File: src/rtl/ysyx_22040759_mdu_if.sv
// Bundle between the EXE stage and the iterative multiply/divide unit.
// The EXE side (master) presents one M-extension instruction and its operands.
// The unit (slave) reports progress and returns the registered rd value.
interface ysyx_22040759_mdu_if;
    logic        mdu_start;
    logic [2:0]  mdu_op;
    logic        mdu_word;
    logic [63:0] mdu_src1;
    logic [63:0] mdu_src2;
    logic        mdu_flush;
    logic        ms_allowin;
    logic        mdu_busy;
    logic        mdu_done;
    logic [63:0] mdu_result;

    modport master (
        output mdu_start, mdu_op, mdu_word, mdu_src1, mdu_src2, mdu_flush, ms_allowin,
        input  mdu_busy, mdu_done, mdu_result
    );

    modport slave (
        input  mdu_start, mdu_op, mdu_word, mdu_src1, mdu_src2, mdu_flush, ms_allowin,
        output mdu_busy, mdu_done, mdu_result
    );
endinterface

File: src/rtl/ysyx_22040759_mdu.sv
// Iterative RV64M multiply/divide unit with its IDLE/CALC/DONE sequencer.
// Multiply is a 64-step shift-add on operand magnitudes; divide is a 64-step
// restoring division. Sign fix-up and word-form extension happen on the edge
// that loads the result. Divide-by-zero and signed overflow bypass CALC.
module ysyx_22040759_mdu (
    input  logic                      clk,
    input  logic                      rst,
    ysyx_22040759_mdu_if.slave        mdu
);

    typedef enum logic [1:0] {
        ST_IDLE = 2'd0,
        ST_CALC = 2'd1,
        ST_DONE = 2'd2
    } state_e;

    state_e      state_r;
    state_e      state_nxt_s;
    logic [6:0]  cnt_r;
    logic [2:0]  op_r;
    logic        word_r;
    logic        neg_a_r;
    logic        neg_b_r;
    // hi_r: multiply accumulator high half / divide partial remainder
    // lo_r: multiplier being shifted out / dividend shifting in, quotient shifting in
    // b_r : multiplicand / divisor magnitude
    logic [63:0] hi_r;
    logic [63:0] lo_r;
    logic [63:0] b_r;
    logic        busy_r;
    logic        done_r;
    logic [63:0] result_r;

    // operand preparation (issue-side, combinational)
    logic        is_div_s;
    logic        word_s;
    logic        zext_s;
    logic        sign_a_s;
    logic        sign_b_s;
    logic [63:0] a_ext_s;
    logic [63:0] b_ext_s;
    logic        neg_a_s;
    logic        neg_b_s;
    logic [63:0] a_mag_s;
    logic [63:0] b_mag_s;
    logic [63:0] dividend_s;
    logic        div_zero_s;
    logic        div_ovf_s;
    logic        special_s;
    logic [63:0] special_res_s;

    // iteration step and final result
    logic [64:0]  mul_sum_s;
    logic [64:0]  div_shift_s;
    logic [63:0]  div_diff_s;
    logic         div_ge_s;
    logic [63:0]  hi_nxt_s;
    logic [63:0]  lo_nxt_s;
    logic [127:0] prod_s;
    logic [63:0]  quo_s;
    logic [63:0]  rem_s;
    logic [63:0]  final_res_s;

    // control strobes
    logic         issue_calc_s;
    logic         load_special_s;
    logic         load_final_s;

    // Sign-extend the low word of a 64-bit value.
    function automatic logic [63:0] sext32(input logic [63:0] v);
        sext32 = {{32{v[31]}}, v[31:0]};
    endfunction

    // Two's complement negate when requested.
    function automatic logic [63:0] cond_neg64(input logic [63:0] v, input logic neg);
        if (neg) begin
            cond_neg64 = 64'd0 - v;
        end else begin
            cond_neg64 = v;
        end
    endfunction

    // Decode the issuing op: extension, signedness, magnitudes and special cases.
    always_comb begin
        is_div_s = mdu.mdu_op[2];
        word_s   = mdu.mdu_word & (mdu.mdu_op[2] | (mdu.mdu_op[1:0] == 2'b00));
        zext_s   = mdu.mdu_op[2] & mdu.mdu_op[0];
        sign_a_s = (mdu.mdu_op == 3'b001) | (mdu.mdu_op == 3'b010) |
                   (mdu.mdu_op == 3'b100) | (mdu.mdu_op == 3'b110);
        sign_b_s = (mdu.mdu_op == 3'b001) | (mdu.mdu_op == 3'b100) |
                   (mdu.mdu_op == 3'b110);

        if (word_s && zext_s) begin
            a_ext_s = {32'd0, mdu.mdu_src1[31:0]};
            b_ext_s = {32'd0, mdu.mdu_src2[31:0]};
        end else if (word_s) begin
            a_ext_s = sext32(mdu.mdu_src1);
            b_ext_s = sext32(mdu.mdu_src2);
        end else begin
            a_ext_s = mdu.mdu_src1;
            b_ext_s = mdu.mdu_src2;
        end

        neg_a_s = sign_a_s & a_ext_s[63];
        neg_b_s = sign_b_s & b_ext_s[63];
        a_mag_s = cond_neg64(a_ext_s, neg_a_s);
        b_mag_s = cond_neg64(b_ext_s, neg_b_s);

        // Word remainders by zero return the sign-extended low word of src1.
        if (word_s) begin
            dividend_s = sext32(mdu.mdu_src1);
        end else begin
            dividend_s = mdu.mdu_src1;
        end

        div_zero_s = is_div_s & (b_ext_s == 64'd0);
        if (word_s) begin
            div_ovf_s = is_div_s & sign_a_s & (b_ext_s == 64'hFFFF_FFFF_FFFF_FFFF) &
                        (a_ext_s == 64'hFFFF_FFFF_8000_0000);
        end else begin
            div_ovf_s = is_div_s & sign_a_s & (b_ext_s == 64'hFFFF_FFFF_FFFF_FFFF) &
                        (a_ext_s == 64'h8000_0000_0000_0000);
        end
        special_s = div_zero_s | div_ovf_s;

        // op[1] distinguishes REM/REMU from DIV/DIVU.
        if (div_zero_s) begin
            if (mdu.mdu_op[1]) begin
                special_res_s = dividend_s;
            end else begin
                special_res_s = 64'hFFFF_FFFF_FFFF_FFFF;
            end
        end else if (div_ovf_s) begin
            if (mdu.mdu_op[1]) begin
                special_res_s = 64'd0;
            end else begin
                special_res_s = dividend_s;
            end
        end else begin
            special_res_s = 64'd0;
        end
    end

    // One iteration of shift-add or restoring divide, plus sign fix-up of the outcome.
    always_comb begin
        mul_sum_s   = {1'b0, hi_r} + (lo_r[0] ? {1'b0, b_r} : 65'd0);
        div_shift_s = {hi_r, lo_r[63]};
        div_ge_s    = (div_shift_s >= {1'b0, b_r});
        // The difference is below the divisor whenever it is kept, so 64 bits suffice.
        div_diff_s  = div_shift_s[63:0] - b_r;

        if (op_r[2]) begin
            if (div_ge_s) begin
                hi_nxt_s = div_diff_s;
                lo_nxt_s = {lo_r[62:0], 1'b1};
            end else begin
                hi_nxt_s = div_shift_s[63:0];
                lo_nxt_s = {lo_r[62:0], 1'b0};
            end
        end else begin
            hi_nxt_s = mul_sum_s[64:1];
            lo_nxt_s = {mul_sum_s[0], lo_r[63:1]};
        end

        if (neg_a_r ^ neg_b_r) begin
            prod_s = 128'd0 - {hi_nxt_s, lo_nxt_s};
        end else begin
            prod_s = {hi_nxt_s, lo_nxt_s};
        end
        quo_s = cond_neg64(lo_nxt_s, neg_a_r ^ neg_b_r);
        rem_s = cond_neg64(hi_nxt_s, neg_a_r);

        case (op_r)
            3'b000: begin
                if (word_r) begin
                    final_res_s = sext32(prod_s[63:0]);
                end else begin
                    final_res_s = prod_s[63:0];
                end
            end
            3'b001, 3'b010, 3'b011: final_res_s = prod_s[127:64];
            3'b100, 3'b101: begin
                if (word_r) begin
                    final_res_s = sext32(quo_s);
                end else begin
                    final_res_s = quo_s;
                end
            end
            3'b110, 3'b111: begin
                if (word_r) begin
                    final_res_s = sext32(rem_s);
                end else begin
                    final_res_s = rem_s;
                end
            end
            default: final_res_s = 64'd0;
        endcase
    end

    // Sequencer next state; flush overrides start and acknowledge.
    always_comb begin
        state_nxt_s    = state_r;
        issue_calc_s   = 1'b0;
        load_special_s = 1'b0;
        load_final_s   = 1'b0;
        if (mdu.mdu_flush) begin
            state_nxt_s = ST_IDLE;
        end else begin
            case (state_r)
                ST_IDLE: begin
                    if (mdu.mdu_start && special_s) begin
                        state_nxt_s    = ST_DONE;
                        load_special_s = 1'b1;
                    end else if (mdu.mdu_start) begin
                        state_nxt_s  = ST_CALC;
                        issue_calc_s = 1'b1;
                    end else begin
                        state_nxt_s = ST_IDLE;
                    end
                end
                ST_CALC: begin
                    if (cnt_r == 7'd63) begin
                        state_nxt_s  = ST_DONE;
                        load_final_s = 1'b1;
                    end else begin
                        state_nxt_s = ST_CALC;
                    end
                end
                ST_DONE: begin
                    if (mdu.ms_allowin) begin
                        state_nxt_s = ST_IDLE;
                    end else begin
                        state_nxt_s = ST_DONE;
                    end
                end
                default: state_nxt_s = ST_IDLE;
            endcase
        end
    end

    // Sequencer state register.
    always_ff @(posedge clk or posedge rst) begin
        if (rst) begin
            state_r <= ST_IDLE;
        end else begin
            state_r <= state_nxt_s;
        end
    end

    // Operand latch at issue and per-cycle iteration of the datapath.
    always_ff @(posedge clk or posedge rst) begin
        if (rst) begin
            cnt_r   <= 7'd0;
            op_r    <= 3'd0;
            word_r  <= 1'b0;
            neg_a_r <= 1'b0;
            neg_b_r <= 1'b0;
            hi_r    <= 64'd0;
            lo_r    <= 64'd0;
            b_r     <= 64'd0;
        end else if (mdu.mdu_flush) begin
            cnt_r <= 7'd0;
        end else if (issue_calc_s) begin
            cnt_r   <= 7'd0;
            op_r    <= mdu.mdu_op;
            word_r  <= word_s;
            neg_a_r <= neg_a_s;
            neg_b_r <= neg_b_s;
            hi_r    <= 64'd0;
            lo_r    <= a_mag_s;
            b_r     <= b_mag_s;
        end else if (state_r == ST_CALC) begin
            cnt_r <= cnt_r + 7'd1;
            hi_r  <= hi_nxt_s;
            lo_r  <= lo_nxt_s;
        end else begin
            cnt_r <= cnt_r;
        end
    end

    // Registered status and result; the result holds only while DONE persists.
    always_ff @(posedge clk or posedge rst) begin
        if (rst) begin
            busy_r   <= 1'b0;
            done_r   <= 1'b0;
            result_r <= 64'd0;
        end else begin
            busy_r <= (state_nxt_s == ST_CALC);
            done_r <= (state_nxt_s == ST_DONE);
            if (load_special_s) begin
                result_r <= special_res_s;
            end else if (load_final_s) begin
                result_r <= final_res_s;
            end else if (state_nxt_s != ST_DONE) begin
                result_r <= 64'd0;
            end else begin
                result_r <= result_r;
            end
        end
    end

    assign mdu.mdu_busy   = busy_r;
    assign mdu.mdu_done   = done_r;
    assign mdu.mdu_result = result_r;

endmodule

File: src/flat_wrapper.sv
// flat-port wrapper written by rule: the top's interface ports become plain ports
module ysyx_22040759_mdu_flat 
  (clk, rst, mdu_mdu_start, mdu_mdu_op, mdu_mdu_word, mdu_mdu_src1, mdu_mdu_src2, mdu_mdu_flush, mdu_ms_allowin, mdu_mdu_busy, mdu_mdu_done, mdu_mdu_result);
  ysyx_22040759_mdu_if mdu_i ();
  input  logic clk;
  input  logic rst;
  input wire logic [$bits(mdu_i.mdu_start)-1:0] mdu_mdu_start;
  input wire logic [$bits(mdu_i.mdu_op)-1:0] mdu_mdu_op;
  input wire logic [$bits(mdu_i.mdu_word)-1:0] mdu_mdu_word;
  input wire logic [$bits(mdu_i.mdu_src1)-1:0] mdu_mdu_src1;
  input wire logic [$bits(mdu_i.mdu_src2)-1:0] mdu_mdu_src2;
  input wire logic [$bits(mdu_i.mdu_flush)-1:0] mdu_mdu_flush;
  input wire logic [$bits(mdu_i.ms_allowin)-1:0] mdu_ms_allowin;
  output wire logic [$bits(mdu_i.mdu_busy)-1:0] mdu_mdu_busy;
  output wire logic [$bits(mdu_i.mdu_done)-1:0] mdu_mdu_done;
  output wire logic [$bits(mdu_i.mdu_result)-1:0] mdu_mdu_result;
  assign mdu_i.mdu_start = mdu_mdu_start;
  assign mdu_i.mdu_op = mdu_mdu_op;
  assign mdu_i.mdu_word = mdu_mdu_word;
  assign mdu_i.mdu_src1 = mdu_mdu_src1;
  assign mdu_i.mdu_src2 = mdu_mdu_src2;
  assign mdu_i.mdu_flush = mdu_mdu_flush;
  assign mdu_i.ms_allowin = mdu_ms_allowin;
  assign mdu_mdu_busy = mdu_i.mdu_busy;
  assign mdu_mdu_done = mdu_i.mdu_done;
  assign mdu_mdu_result = mdu_i.mdu_result;
  ysyx_22040759_mdu u_core (.clk(clk), .rst(rst), .mdu(mdu_i));
endmodule
File: config.mk
export PLATFORM = sky130hd
export DESIGN_NAME = ysyx_22040759_mdu_flat
export DESIGN_NICKNAME = d
export VERILOG_FILES = /design/src/rtl/ysyx_22040759_mdu_if.sv /design/src/rtl/ysyx_22040759_mdu.sv /design/src/flat_wrapper.sv
export SDC_FILE = /design/constraint.sdc
export NUM_CORES = 2
export LEC_CHECK = 0
export CAP_MARGIN = 25
export CORE_MARGIN = 5
export CORE_UTILIZATION = 50
export DETAILED_ROUTE_END_ITERATION = 6
export PLACE_DENSITY = 0.69
export SYNTH_ARGS = -nofsm -noshare
export SYNTH_HDL_FRONTEND = slang
export SYNTH_SLANG_ARGS = --single-unit
File: constraint.sdc
create_clock -name clk -period 10.8 [get_ports clk]
set_input_delay 1.62 -clock clk [delete_from_list [all_inputs] [get_ports clk]]
set_output_delay 1.62 -clock clk [all_outputs]
set_load 0.01 [all_outputs]
==> results.cfg <==
[grt]
grt.met1_usage = 0.5725
grt.met2_usage = 0.6287
track_usage = 0.4341
met3_usage = 0.1615
grt_start_max_net_pins = 137
busiest_layer = met2
grt_overflow_total = 0
antenna_found_initial = 5
grt_pass1_wl_um = 225800
grt_pass1_vias = 34180

[drt]
first_pass_iters = 7
vias_per_cell = 7.022
drtIter0Drc = 5553
drc = 1
wl_um = 155500
ant_nets = 0
vias = 37500
wl_per_cell_um = 29.12

[outcome]
status = finished, violations left
violations = design-rule violations

[run]
maxCapViolations = 0

[timing]
setup_viol = 0
finClkSkew_ns = 0.02808
finalCritPeriodShare = 0.7870
hold_ws_ns = 0.4806
layout_setup_ws_ns = 2.301
slew_headroom = 0.2590
timing.fmax_mhz = 117.7
min_period_ns = 8.499
rsz0062_at_grt = no
finalHoldViolCount = 0
fin_setup_tns_ns = 0
finalMaxSlewViolations = 0
worst_pin_slew_ns = 1.101

[critical_path]
r2r-start = u_core.hi_r[55]$_DFFE_PP0P_
reg2reg_to = u_core.mdu.mdu_result[58]$_DFFE_PP0P_
cp_max_fo = 18
crit_arrival_ns = 9.01
ff2ff_path_depth = 24
crit_path_start = u_core.hi_r[55]$_DFFE_PP0P_
crit_required_ns = 11.32
cp-start-kind = register
critical_path_class = reg -> reg
ff2ff_setup_slack_ns = 2.30
worst_setup_path_end_kind = register

[synthesis]
yosysTopAreaCellShare = 0.2154
dominantRegCellSynth = dfrtp_1
synthTopCellsByArea = dfrtp_1 (22%), a21oi_1 (7.1%), o21ai_0 (6.9%)
synthCells = 4429
syn-cell-area_um2 = 31710
yosys_warnings = 0
synth.most_common_cell = nand2_1
ys_ff_latch = 273
synthArstFlopShare = 1.000
synth_top_area_cell = dfrtp_1
netlist_top_cells_count = nand2_1 (502), a21oi_1 (448), nor2_1 (442), o21ai_0 (440), dfrtp_1 (273)
ys_types = 103
seq_area_frac_synth = 0.2154
synth_edf_count = 0
syn_nets = 4701
synth.avg_cell_area_um2 = 7.159

[final_layout]
drive_gt1_frac = 0.05522
area_delta_synth_final_pct = 13.03
nets = 4734

[clock_network]
clkLatencyLatePin_ns = 0.59
cts-resized-gates = 0
clkTransAtPathRegs_ns = 0.06
ctsRootBufferMaster = clkbuf_16
cts_tree = done
cts_made_buffers = 38
hold_buffers = 0
htreeDepth = 2
cts_setup_buffers = 0
clock_path_buffers = 3
clock_sinks = 273

[floorplanning]
die-area_um2 = 68550
io_pins = 203
num_rows = 92
die_w_um = 261.8
fp.coreArea_um2 = 62970
start_util = 0.5036
fp.dieH_um = 261.8

[hold_path]
min_delay_path_depth = 2
min-delay-start = u_core.mdu.mdu_result[7]$_DFFE_PP0P_
min_to = u_core.mdu.mdu_result[7]$_DFFE_PP0P_
hold_path_class = reg -> reg

[pwr]
seqPwrFrac = 0.147
swShare = 0.5687
p_leak_nw = 14.29
power.total_mw = 10.98
clkPwrFrac = 0.134
p_int_mw = 4.736
max-vdd-ir-drop_uv = 195.2
p_sw_mw = 6.246
power_density_nw_per_um2 = 306.4
comb_power_share = 0.719

[placement]
pre_cts_ws_ns = 2.590
place.gp.congestion = 1.118
dpl.hpwl_um = 121000
portBuffers = 202
==> critical path, stage by stage (launching register included) <==
cell	delay [ns]
dfrtp_1	0.42
ha_1	0.43
a21o_1	0.27
or4_1	0.41
o22ai_1	0.26
a2111oi_0	0.25
or3_1	0.69
nor2_2	0.22
nor2_1	0.15
a21o_1	0.25
inv_1	0.07
ha_1	0.19
o211ai_1	0.14
or4_1	0.58
nor4_1	0.35
and2_1	0.31
nor3b_1	0.59
and3_1	0.33
nor2b_1	0.49
nand2_1	0.62
or3b_4	0.61
o31ai_4	0.25
xnor2_1	0.10
a221oi_1	0.29
or2_1	0.13
==> how the worst max path moves through the flow <==
| stage | to | slack (ns) | cells past startpoint |
|---|---|---|---|
| final | u_core.mdu.mdu_result[58]$_DFFE_PP0P_ | 2.30 | 24 |
| after global routing | u_core.mdu.mdu_result[58]$_DFFE_PP0P_ | 1.97 | 24 |
| after CTS | u_core.mdu.mdu_result[58]$_DFFE_PP0P_ | 2.57 | 24 |
| after detailed placement | u_core.mdu.mdu_result[62]$_DFFE_PP0P_ | 2.59 | 24 |
| after global placement | u_core.mdu.mdu_result[58]$_DFFE_PP0P_ | 2.80 | 24 |
| after floorplan | u_core.b_r[0]$_DFFE_PP0P_ | 1.66 | 1 |
==> metrics by stage <==
| step | utilization | cells | cell area [µm²] |
|---|---|---|---|
| floorplan | - | 4429 | 31710 |
| global placement | 0.5457 | 5262 | 34360 |
| detailed placement | 0.5460 | 5265 | 34380 |
| CTS | 0.5686 | 5334 | 35800 |
| global route | 0.5691 | 5337 | 35830 |
| finish | 0.5692 | 5341 | 35840 |
==> power by group through the flow <==
stage	combinational [mW]	clock (mW)	sequential [mW]
6_report	7.90	1.47	1.61
5_1_grt	8.29	1.51	1.63
4_1_cts	7.53	1.47	1.59
3_5_place_dp	7.48	0	1.61
3_3_place_gp	7.49	0	1.60
2_1_floorplan	5.14	0	1.47
==> cell families after synthesis <==
family / after synthesis / synth area share
xor+xnor: 374 / 0.1033
mux: 98 / 0.03129
simple gates: 1605 / 0.2407
fa+ha+maj: 135 / 0.05374
flops: 273 / 0.2154
compound gates: 1528 / 0.3044
buf+inv: 416 / 0.05110
==> final cells by class <==
cell class | count | area (µm²)
inverter | 125 | 476.7
sequential | 273 | 6837
tap | 846 | 1059
fill | 6205 | 27120
antenna | 4 | 10.01
clock buffer | 54 | 1165
timing repair buffer | 284 | 2653
clock inverter | 15 | 259.0
multi-input combinational | 3740 | 23380
==> cells in the final DEF (no fill, tap or decap), types with 19 or more instances in the layout <==
cell type	n
nor3_1	110
nand2b_1	29
o221ai_1	28
a21oi_1	447
buf_4	76
o22ai_1	20
inv_1	121
o211ai_1	65
nand3_1	120
a22o_1	36
a211oi_1	28
xor2_1	196
nand4_1	102
a21o_1	52
clkbuf_16	41
a31oi_1	63
and3_1	38
mux2i_1	89
o31ai_1	54
xnor2_1	176
clkdlybuf4s50_1	202
or4_1	22
nor2_1	436
and2_1	24
nor2b_1	19
o21ai_0	440
ha_1	133
or2_2	25
a221oi_1	71
dfrtp_1	271
or3_1	64
nand2_1	502
o21a_1	29
nor4_1	35
==> routing by layer <==
metal	wire length [µm]	share of wire
met5	145	0.00093
met4	9472	0.061
met3	21090	0.14
met2	63860	0.41
met1	60960	0.39
==> flip-flops by register name, indices dropped and copies added, names as in the netlist <==
register,count
u_core.b_r,64
u_core.cnt_r,7
u_core.hi_r,64
u_core.lo_r,64
u_core.mdu.mdu_busy,1
u_core.mdu.mdu_done,1
u_core.mdu.mdu_result,64
u_core.neg_a_r,1
u_core.neg_b_r,1
u_core.op_r,3
u_core.state_r,2
u_core.word_r,1
Power figures use the tool's default switching activity.
